## config.mk

```make
export PLATFORM = sky130hd
export DESIGN_NAME = fetch_stage
export DESIGN_NICKNAME = d
export VERILOG_FILES = /design/src/rtl/r200_pkg.sv /design/src/rtl/fetch_fifo.sv /design/src/rtl/fetch_stage.sv
export SDC_FILE = /design/constraint.sdc
export NUM_CORES = 1
export LEC_CHECK = 0
export BUFFER_PORTS_ARGS = -buffer_cell sky130_fd_sc_hd__buf_2
export CORE_UTILIZATION = 35
export CTS_CLUSTER_DIAMETER = 100
export CTS_CLUSTER_SIZE = 8
export DETAILED_ROUTE_END_ITERATION = 8
export GPL_TIMING_DRIVEN = 0
export HOLD_SLACK_MARGIN = 0.08
export PLACE_DENSITY = 0.66
export SLEW_MARGIN = 20
export SYNTH_ARGS = -nofsm -noshare
export SYNTH_HDL_FRONTEND = slang
export SYNTH_SLANG_ARGS = --single-unit
export TNS_END_PERCENT = 50
```

## constraint.sdc

```tcl
create_clock -name clk -period 5.5 [get_ports clk]
set_clock_uncertainty 0.1 [all_clocks]
set_input_delay 0.55 -clock clk [delete_from_list [all_inputs] [get_ports clk]]
set_output_delay 0.55 -clock clk [all_outputs]
set_load 0.01 [all_outputs]
```

## src/rtl/r200_pkg.sv

```systemverilog
// Shared types and constants for the r200 front end.
package r200_pkg;

   localparam int unsigned XLEN    = 32;
   localparam int unsigned INSTR_W = 32;

   localparam logic [XLEN-1:0]    RESET_PC_DEFAULT = 32'h0000_0000;
   localparam logic [INSTR_W-1:0] NOP_INSTR        = 32'h0000_0013;

   // One buffered fetch result: the instruction and the PC it was fetched from.
   typedef struct packed {
      logic [XLEN-1:0]    pc;
      logic [INSTR_W-1:0] instr;
   } if_entry_t;

   // Contents of an unwritten buffer slot.
   localparam if_entry_t EMPTY_ENTRY = '{pc: '0, instr: NOP_INSTR};

   // Sequential fetch address; wraps modulo 2^XLEN.
   function automatic logic [XLEN-1:0] next_pc(input logic [XLEN-1:0] pc);
      return pc + XLEN'(4);
   endfunction

endpackage

```

## src/rtl/fetch_fifo.sv

```systemverilog
// Synchronous FIFO of fetched instructions. Flush wins over push/pop.
// The caller guarantees it never pushes when full or pops when empty.
module fetch_fifo
   import r200_pkg::*;
#(
   parameter int unsigned DEPTH = 2
) (
   input  logic                     clk,
   input  logic                     rst,
   input  logic                     flush,
   input  logic                     push,
   input  if_entry_t                push_entry,
   input  logic                     pop,
   output if_entry_t                head,
   output logic [$clog2(DEPTH):0]   count
);

   localparam int unsigned PTR_W = $clog2(DEPTH);
   localparam int unsigned CNT_W = PTR_W + 1;

   logic [PTR_W-1:0] wr_ptr_q, wr_ptr_d;
   logic [PTR_W-1:0] rd_ptr_q, rd_ptr_d;
   logic [CNT_W-1:0] count_q, count_d;
   if_entry_t        mem_q [DEPTH];
   if_entry_t        mem_d [DEPTH];

   // Next-state for pointers, occupancy and storage.
   always_comb begin
      wr_ptr_d = wr_ptr_q;
      rd_ptr_d = rd_ptr_q;
      count_d  = count_q;
      mem_d    = mem_q;
      if (flush) begin
         wr_ptr_d = '0;
         rd_ptr_d = '0;
         count_d  = '0;
      end else begin
         if (push) begin
            mem_d[wr_ptr_q] = push_entry;
            wr_ptr_d        = wr_ptr_q + PTR_W'(1);
         end
         if (pop) begin
            rd_ptr_d = rd_ptr_q + PTR_W'(1);
         end
         if (push && !pop) begin
            count_d = count_q + CNT_W'(1);
         end else if (!push && pop) begin
            count_d = count_q - CNT_W'(1);
         end
      end
   end

   // State registers with synchronous reset.
   always_ff @(posedge clk) begin
      if (rst) begin
         wr_ptr_q <= '0;
         rd_ptr_q <= '0;
         count_q  <= '0;
         for (int i = 0; i < DEPTH; i++) begin
            mem_q[i] <= EMPTY_ENTRY;
         end
      end else begin
         wr_ptr_q <= wr_ptr_d;
         rd_ptr_q <= rd_ptr_d;
         count_q  <= count_d;
         mem_q    <= mem_d;
      end
   end

   assign head  = mem_q[rd_ptr_q];
   assign count = count_q;

endmodule

```

## src/rtl/fetch_stage.sv

```systemverilog
// Instruction-fetch stage: owns the PC, issues in-order imem requests under a
// credit limit, buffers responses for ID and flushes on a redirect. Responses
// already in flight at a redirect are counted in kill_q and discarded.
module fetch_stage
   import r200_pkg::*;
#(
   parameter logic [XLEN-1:0] RESET_PC  = RESET_PC_DEFAULT,
   parameter int unsigned     BUF_DEPTH = 2,
   parameter int unsigned     MAX_OUTST = 2
) (
   input  logic               clk,
   input  logic               rst,
   output logic               imem_req_valid,
   input  logic               imem_req_ready,
   output logic [XLEN-1:0]    imem_req_addr,
   input  logic               imem_rsp_valid,
   input  logic [INSTR_W-1:0] imem_rsp_data,
   input  logic               id_halt,
   input  logic               redirect_valid,
   input  logic [XLEN-1:0]    redirect_pc,
   output logic               if_valid,
   output logic [XLEN-1:0]    if_pc,
   output logic [INSTR_W-1:0] if_instr
);

   localparam int unsigned CNT_W  = $clog2(BUF_DEPTH) + 1;
   localparam int unsigned KILL_W = $clog2(MAX_OUTST) + 1;

   localparam logic [CNT_W-1:0] OUTST_LIM = MAX_OUTST[CNT_W-1:0];
   localparam logic [CNT_W:0]   OCC_LIM   = BUF_DEPTH[CNT_W:0];

   logic [XLEN-1:0]   pc_q, pc_d;
   logic [XLEN-1:0]   rsp_pc_q, rsp_pc_d;
   logic [CNT_W-1:0]  outst_q, outst_d;
   logic [KILL_W-1:0] kill_q, kill_d;

   logic [XLEN-1:0]   redirect_target;
   logic              unused_redirect_lsb;
   logic [CNT_W:0]    occupancy;
   logic              req_fire;
   logic              rsp_keep;
   logic              buf_push;
   logic              buf_pop;
   if_entry_t         push_entry;
   if_entry_t         head;
   logic [CNT_W-1:0]  buf_count;

   // Targets are word aligned; the low bits are intentionally dropped.
   assign redirect_target     = {redirect_pc[XLEN-1:2], 2'b00};
   assign unused_redirect_lsb = ^redirect_pc[1:0];

   // Issue gating, response filtering and output muxing.
   always_comb begin
      // In-flight requests reserve buffer space so a response can always be pushed.
      occupancy      = {1'b0, outst_q} + {1'b0, buf_count};
      imem_req_valid = !rst && !redirect_valid && (outst_q < OUTST_LIM) && (occupancy < OCC_LIM);
      imem_req_addr  = pc_q;
      req_fire       = imem_req_valid && imem_req_ready;

      rsp_keep       = imem_rsp_valid && !redirect_valid && (kill_q == '0);
      buf_push       = rsp_keep;
      push_entry     = '{pc: rsp_pc_q, instr: imem_rsp_data};

      if_valid       = !rst && (buf_count != '0);
      if_pc          = rst ? '0 : head.pc;
      if_instr       = rst ? '0 : head.instr;
      buf_pop        = if_valid && !id_halt && !redirect_valid;
   end

   // Next-state for PC, response PC and the outstanding/kill counters.
   always_comb begin
      pc_d     = pc_q;
      rsp_pc_d = rsp_pc_q;
      outst_d  = outst_q;
      kill_d   = kill_q;

      if (req_fire) begin
         outst_d = outst_d + CNT_W'(1);
      end
      if (imem_rsp_valid) begin
         outst_d = outst_d - CNT_W'(1);
      end

      if (redirect_valid) begin
         pc_d     = redirect_target;
         rsp_pc_d = redirect_target;
         // Everything still in flight after this cycle belongs to the old path.
         kill_d   = outst_d[KILL_W-1:0];
      end else begin
         if (req_fire) begin
            pc_d = next_pc(pc_q);
         end
         if (rsp_keep) begin
            rsp_pc_d = next_pc(rsp_pc_q);
         end
         if (imem_rsp_valid && (kill_q != '0)) begin
            kill_d = kill_q - KILL_W'(1);
         end
      end
   end

   // State registers with synchronous reset.
   always_ff @(posedge clk) begin
      if (rst) begin
         pc_q     <= RESET_PC;
         rsp_pc_q <= RESET_PC;
         outst_q  <= '0;
         kill_q   <= '0;
      end else begin
         pc_q     <= pc_d;
         rsp_pc_q <= rsp_pc_d;
         outst_q  <= outst_d;
         kill_q   <= kill_d;
      end
   end

   fetch_fifo #(
      .DEPTH (BUF_DEPTH)
   ) u_fifo (
      .clk        (clk),
      .rst        (rst),
      .flush      (redirect_valid),
      .push       (buf_push),
      .push_entry (push_entry),
      .pop        (buf_pop),
      .head       (head),
      .count      (buf_count)
   );

   // A response with nothing outstanding is an imem protocol violation.
   a_rsp_has_req: assert property (@(posedge clk) disable iff (rst)
      imem_rsp_valid |-> (outst_q != '0));

   a_kill_bounded: assert property (@(posedge clk) disable iff (rst)
      {{(CNT_W){1'b0}}, kill_q} <= {{(KILL_W){1'b0}}, outst_q});

endmodule

```

# == Word level (Yosys, flattened, before mapping) ==
# Cells that the tools add are included.
# classes
add_sub_neg,10
mul,0
div_mod_pow,0
order_cmp,5
n_eq_ne,0
n_shift,0
muxes,18
n_bitwise,3
reduce_logical,27
# op_table
operator,count
$mux W64,4
$mux W32,6
$bwmux W128,1
$add A32 B3 Y32 const B,2
$demux W64 S1,1
$logic_and A1 B1 Y1,13
$mux W2,6
$reduce_bool A2 Y1,6
$sub A2 B1 Y2 const B,3
$logic_not A1 Y1,5
$add A2 B1 Y2 const B,2
$ge A2 B2 Y1 const B,2
$not A1 Y2,2
$add A2 B2 Y3,1
$lt A3 B2 Y1 const B,1
$add A1 B1 Y1 const B,2
$logic_not A2 Y1,1
$lt A2 B1 Y1 const B,1
$lt A2 B2 Y1 const B,1
$reduce_and A2 Y1,1
$reduce_or A2 Y1,1
$not A1 Y1,1
# totals
register_bits,200
latch_bits,0
ram_bits,0
mem_bits_ro,0
word_cells,76
memories,0

# == Longest topological paths before layout ==
# logic_depth
depth_word,9
ltp_mapped,9
ltp_nobuf,8

# == Hierarchy ==
# A second synthesis with hierarchy kept.
# hier_totals
hier_cells,1185
hier_area_um2,9679.3
# by_module_without_submodules
module,instances,cells_each,area_each_um2,seq_area_each_um2
fetch_fifo,1,646,5398.9,2642.5
fetch_stage,1,539,4280.4,1281.2

# == Worst setup path before layout ==
# Ideal clock, no wire load.
# synth_path
path_type,flip-flop to flip-flop
startpoint,reg outst_q[0]
endpoint,"reg pc_q[22], in the netlist imem_req_addr[22]"
arrival_ns,2.521
t_required_ns,5.326
path_slack_ns,2.805
stages_incl_launch_ff,8
n_path_buf,1
synth_period_minus_slack_ns,2.695
cell_sequence,dfxtp_1 -> and2_1 -> fa_1 -> or4b_1 -> buf_2 -> nor4_4 -> or4b_1 -> a31oi_1
# synth_between
elab_chain_cells,5
elab_cells_between_ends,7
# synth_rtl
item,line,text
"start, declared",fetch_stage.sv:34,"logic [CNT_W-1:0] outst_q, outst_d;"
"start signal, assigned",fetch_stage.sv:112,outst_q <= outst_d;
$add A2 B2 Y3 or $lt A2 B2 Y1 (tied branches),"fetch_stage.sv:55, fetch_stage.sv:56",
$lt A3 B2 Y1 or $logic_and A1 B1 Y1 (tied branches),fetch_stage.sv:56,imem_req_valid = !rst && !redirect_valid && (outst_q < OUTST_LIM) && (occupancy < OCC_LIM);
$logic_and A1 B1 Y1 *,fetch_stage.sv:56,
$logic_and A1 B1 Y1 *,fetch_stage.sv:58,req_fire = imem_req_valid && imem_req_ready;
$reduce_bool A2 Y1 (no source line) *,--,
"end signal, assigned",fetch_stage.sv:110,pc_q <= pc_d;
"end, declared",fetch_stage.sv:32,"logic [XLEN-1:0] pc_q, pc_d;"
# Mark *: on every way between the ends. The rest lies on a longest branch, timed or not.
# A chain may end at the register's enable or synchronous reset.

# == Final worst setup path ==
# layout_path
startpoint,in rst
endpoint,out if_valid
# layout_between
elab_chain_cells,2
# layout_rtl
item,line,text
"start, declared",fetch_stage.sv:12,"input logic rst,"
$logic_not A1 Y1,fetch_stage.sv:64,if_valid = !rst && (buf_count != '0);
$logic_and A1 B1 Y1,fetch_stage.sv:64,
"end, declared",fetch_stage.sv:21,"output logic if_valid,"
# No other way between the ends.

==> metrics.md <==
| Metric | Value |
|---|---|
| Worst-path cell chain | buf_2, clkbuf_1, clkbuf_1, clkbuf_1, nor2_1, buf_2 |
| First-pass GRT wire length | 43.17 mm |
| Final wirelength | 27.58 mm |
| Leakage | 3.925 nW |
| # IOs | 168 |
| CTS sink cnt | 192 |
| RSZ-0062 raised after global routing | no |
| Combinational power share | 11.1% |
| Chip Height | 161.6 µm |
| Sequential fraction of the synthesis area | 43.13% |
| DR pass1 iterations | 5 |
| Max frequency | 301.0 MHz |
| Top_reg_cell synth | dfxtp_1 |
| Largest net degree at the start of global routing | 19 |
| Post-synth EDFFs | 0 |
| CTS Buffer Depth | 2 |
| Worst R2R Path Depth | 8 |
| Slew headroom | 42.41% |
| CTS tree | done |
| R2r endpoint | imem_req_addr[7] |
| Final setup vio count | 0 |
| Tot GR Track Use | 21.03% |
| Crit. End Element | primary output |
| Root buf cell | clkbuf_16 |
| Outcome | finished clean |
| Dpl cells | 1,651 |
| Sw power | 0.8691 mW |
| Switching Fraction | 27.80% |
| DIE AREA | 26,100 µm² |
| PwrDens | 291.0 nW/µm² |
| Final min period | 3323 ps |
| Initial antenna violation count | 1 |
| Wire length per cell | 16.37 µm |
| Hold Buf Count CTS | 0 |
| Reg power frac | 48.2% |
| Layout cells sized above 1 | 15.59% |
| Crit path from | rst |
| # nets final | 1,415 |
| Sum Neg Setup Slack | 0 ps |
| Worst-path clk slew | 70 ps |
| Post-Layout Cell Count | 1,684 |
| Synth unique cells | 51 |
| Tightest Hold Check Type | in -> reg |
| Post-CTS sizing | 0 |
| Max-cap violations | 0 |
| Synth top area cells | dfxtp_1 43%, nand2_1 13%, a21oi_1 8.5%, mux2i_1 7.3%, nor2_1 4.5% |
| Slowest cell on the critical path | clkbuf_1 |
| Most frequent cells in the layout | 305 x nand2_1, 192 x dfxtp_1, 162 x buf_2 |
| Chip Width | 161.6 µm |
| Yosys top cell area share | 43.13% |
| CTS Buf Count | 17 |
| # port buffers | 160 |
| Type of the worst setup path | in -> out |
| Slew @ Worst Pin | 856.0 ps |
| CP max FO | 10 |
| Area Growth Syn to Fin | 20.57% |
| Internal power contribution | 2.257 mW |
| GP Congestion | 0.8915 |
| CP max stage delay | 590 ps |
| Via count | 8,678 |
| Initial drt markers | 675 |
| DRC | 0 |
| Overall power | 3.126 mW |
| Worst EP required | 4850 ps |
| Worst path most repeated cell | clkbuf_1 |
| Post-route ant nets | 0 |
| Ys async rst share | 0% |
| Worst path arrival time | 2670 ps |
| Fin util | 42.79% |
| Post-CTS setup repair buffer count | 0 |
| Endpoints failing hold | 0 |
| Critical Path End | if_valid |
| Critical R2R Launch | outst_q[0] |
| H-tree depth | 4 |
| Filler cells | 2,629 |
| Commonest non-fill, non-tap cell in the layout | nand2_1 |
| R2R setup slack | 2410 ps |
| Type of origin of the critical path | primary input |
| FP Rows | 58 |
| Total grt overflow | 0 |
| Vias per std cell | 5.153 |
| Core area | 25,110 µm² |
| Vias in the first global route | 8,073 |
| WHS Path Cells | 3 |
| Clk Latency, worst-skew pair | 440 ps |
| Post-DP HPWL | 20.17 mm |
| Synth area leader | dfxtp_1 |
| Fin crit share | 60.41% |
| Peak supply drop | 0.0002271 V |
| Synthesized area | 8911 µm² |
| Starting Density | 35.49% |
| Yosys reg bits | 192 |
| Post-synthesis cell count | 1,158 |
| Syn_area_per_cell | 7.695 µm² |
| Clock share of power | 40.7% |
| Pins Over Slew Limit | 0 |
| Synth Warn # | 0 |
synthesized netlist by cell type, drive strengths merged, types with 3 or more instances:
library cell and instances:
nand2 305, dfxtp 192, a21oi 152, nor2 107, clkbuf 71, mux2i 65, nand3 33, o21ai 26
nand4 24, xor2 23, xnor2 16, a211oi 14, buf 13, nor4 13, and3 11, inv 9
nor3 9, o211ai 7, mux2 6, a31oi 5, and2 5, and4 4, ha 4, nor3b 4
or3 4, o311ai 3, or2 3
worst max-delay path: cells and delay by family:
family / cells / cell delay (ps)
buf+inv: 5 / 1990
simple gates: 1 / 110
through the flow:
stage	setup WS, ps	area, µm²	hold slack (ps)
2_1_floorplan	2805	8922	335.7
3_3_place_gp	2100	10140	340.9
3_5_place_dp	2147	10140	345.6
4_1_cts	2145	10740	229.8
5_1_grt	2060	10740	235.8
6_report	2177	10740	237.0
cell type report:
| type | instances | area [µm²] | area share [%] |
|---|---|---|---|
| antenna | 1 | 2.502 | 0.02329 |
| buffer | 84 | 332.8 | 3.098 |
| clock buffer | 17 | 425.4 | 3.959 |
| timing repair buffer | 160 | 800.8 | 7.453 |
| sequential | 192 | 3844 | 35.77 |
| inverter | 10 | 37.54 | 0.3494 |
| multi-input combinational | 875 | 4713 | 43.87 |
| tap | 330 | 412.9 | 3.843 |
| clock inverter | 15 | 175.2 | 1.630 |
power by group through the flow:
stage               clock network, mW  logic (mW)  registers, mW
global placement                    0       0.341           1.53
CTS                              1.28       0.346           1.50
floorplan                           0       0.207           1.53
global route                     1.34       0.382           1.51
detailed placement                  0       0.344           1.54
finish                           1.27       0.348           1.51
how the worst min path moves through the flow:
stage                            startpoint           endpoint  slack (ps)
after floorplan           u_fifo.mem_q[100]  u_fifo.mem_q[100]         340
after global placement    u_fifo.mem_q[116]  u_fifo.mem_q[116]         340
after detailed placement   u_fifo.mem_q[70]   u_fifo.mem_q[70]         350
after CTS                  imem_rsp_data[1]    u_fifo.mem_q[1]         230
after global routing       imem_rsp_data[1]    u_fifo.mem_q[1]         240
final                      imem_rsp_data[1]   u_fifo.mem_q[65]         240
per-layer routing:
layer | wire, µm | part of all wire (%) | up-vias | track usage, %
met5 | 0 | 0 | - | 0
met1 | 12530 | 45 | 4034 | 28.31
met3 | 1597 | 5.8 | 46 | 3.672
met4 | 655 | 2.4 | 0 | 7.376
met2 | 12790 | 46 | 289 | 33.74
li1 | - | - | 4309 | -
state kept, by name, summed over array words and instances (netlist names):
name             flops
u_fifo.mem_q       124
imem_req_addr       30
rsp_pc_q            30
kill_q               2
outst_q              2
u_fifo.count         2
u_fifo.rd_ptr_q      1
u_fifo.wr_ptr_q      1
cell families (layout without fill, tap and decap cells):
| logic type | after synthesis | count (layout) | synth area share [%] |
|---|---|---|---|
| mux | 71 | 71 | 8.059 |
| flops | 192 | 192 | 43.13 |
| simple gates | 532 | 532 | 25.99 |
| fa+ha+maj | 5 | 5 | 0.7863 |
| xor+xnor | 39 | 39 | 3.833 |
| other cells | 1 | 5 | 0.04208 |
| compound gates | 224 | 224 | 14.00 |
| buf+inv | 94 | 286 | 4.156 |
(Power assumes the default switching activity.)
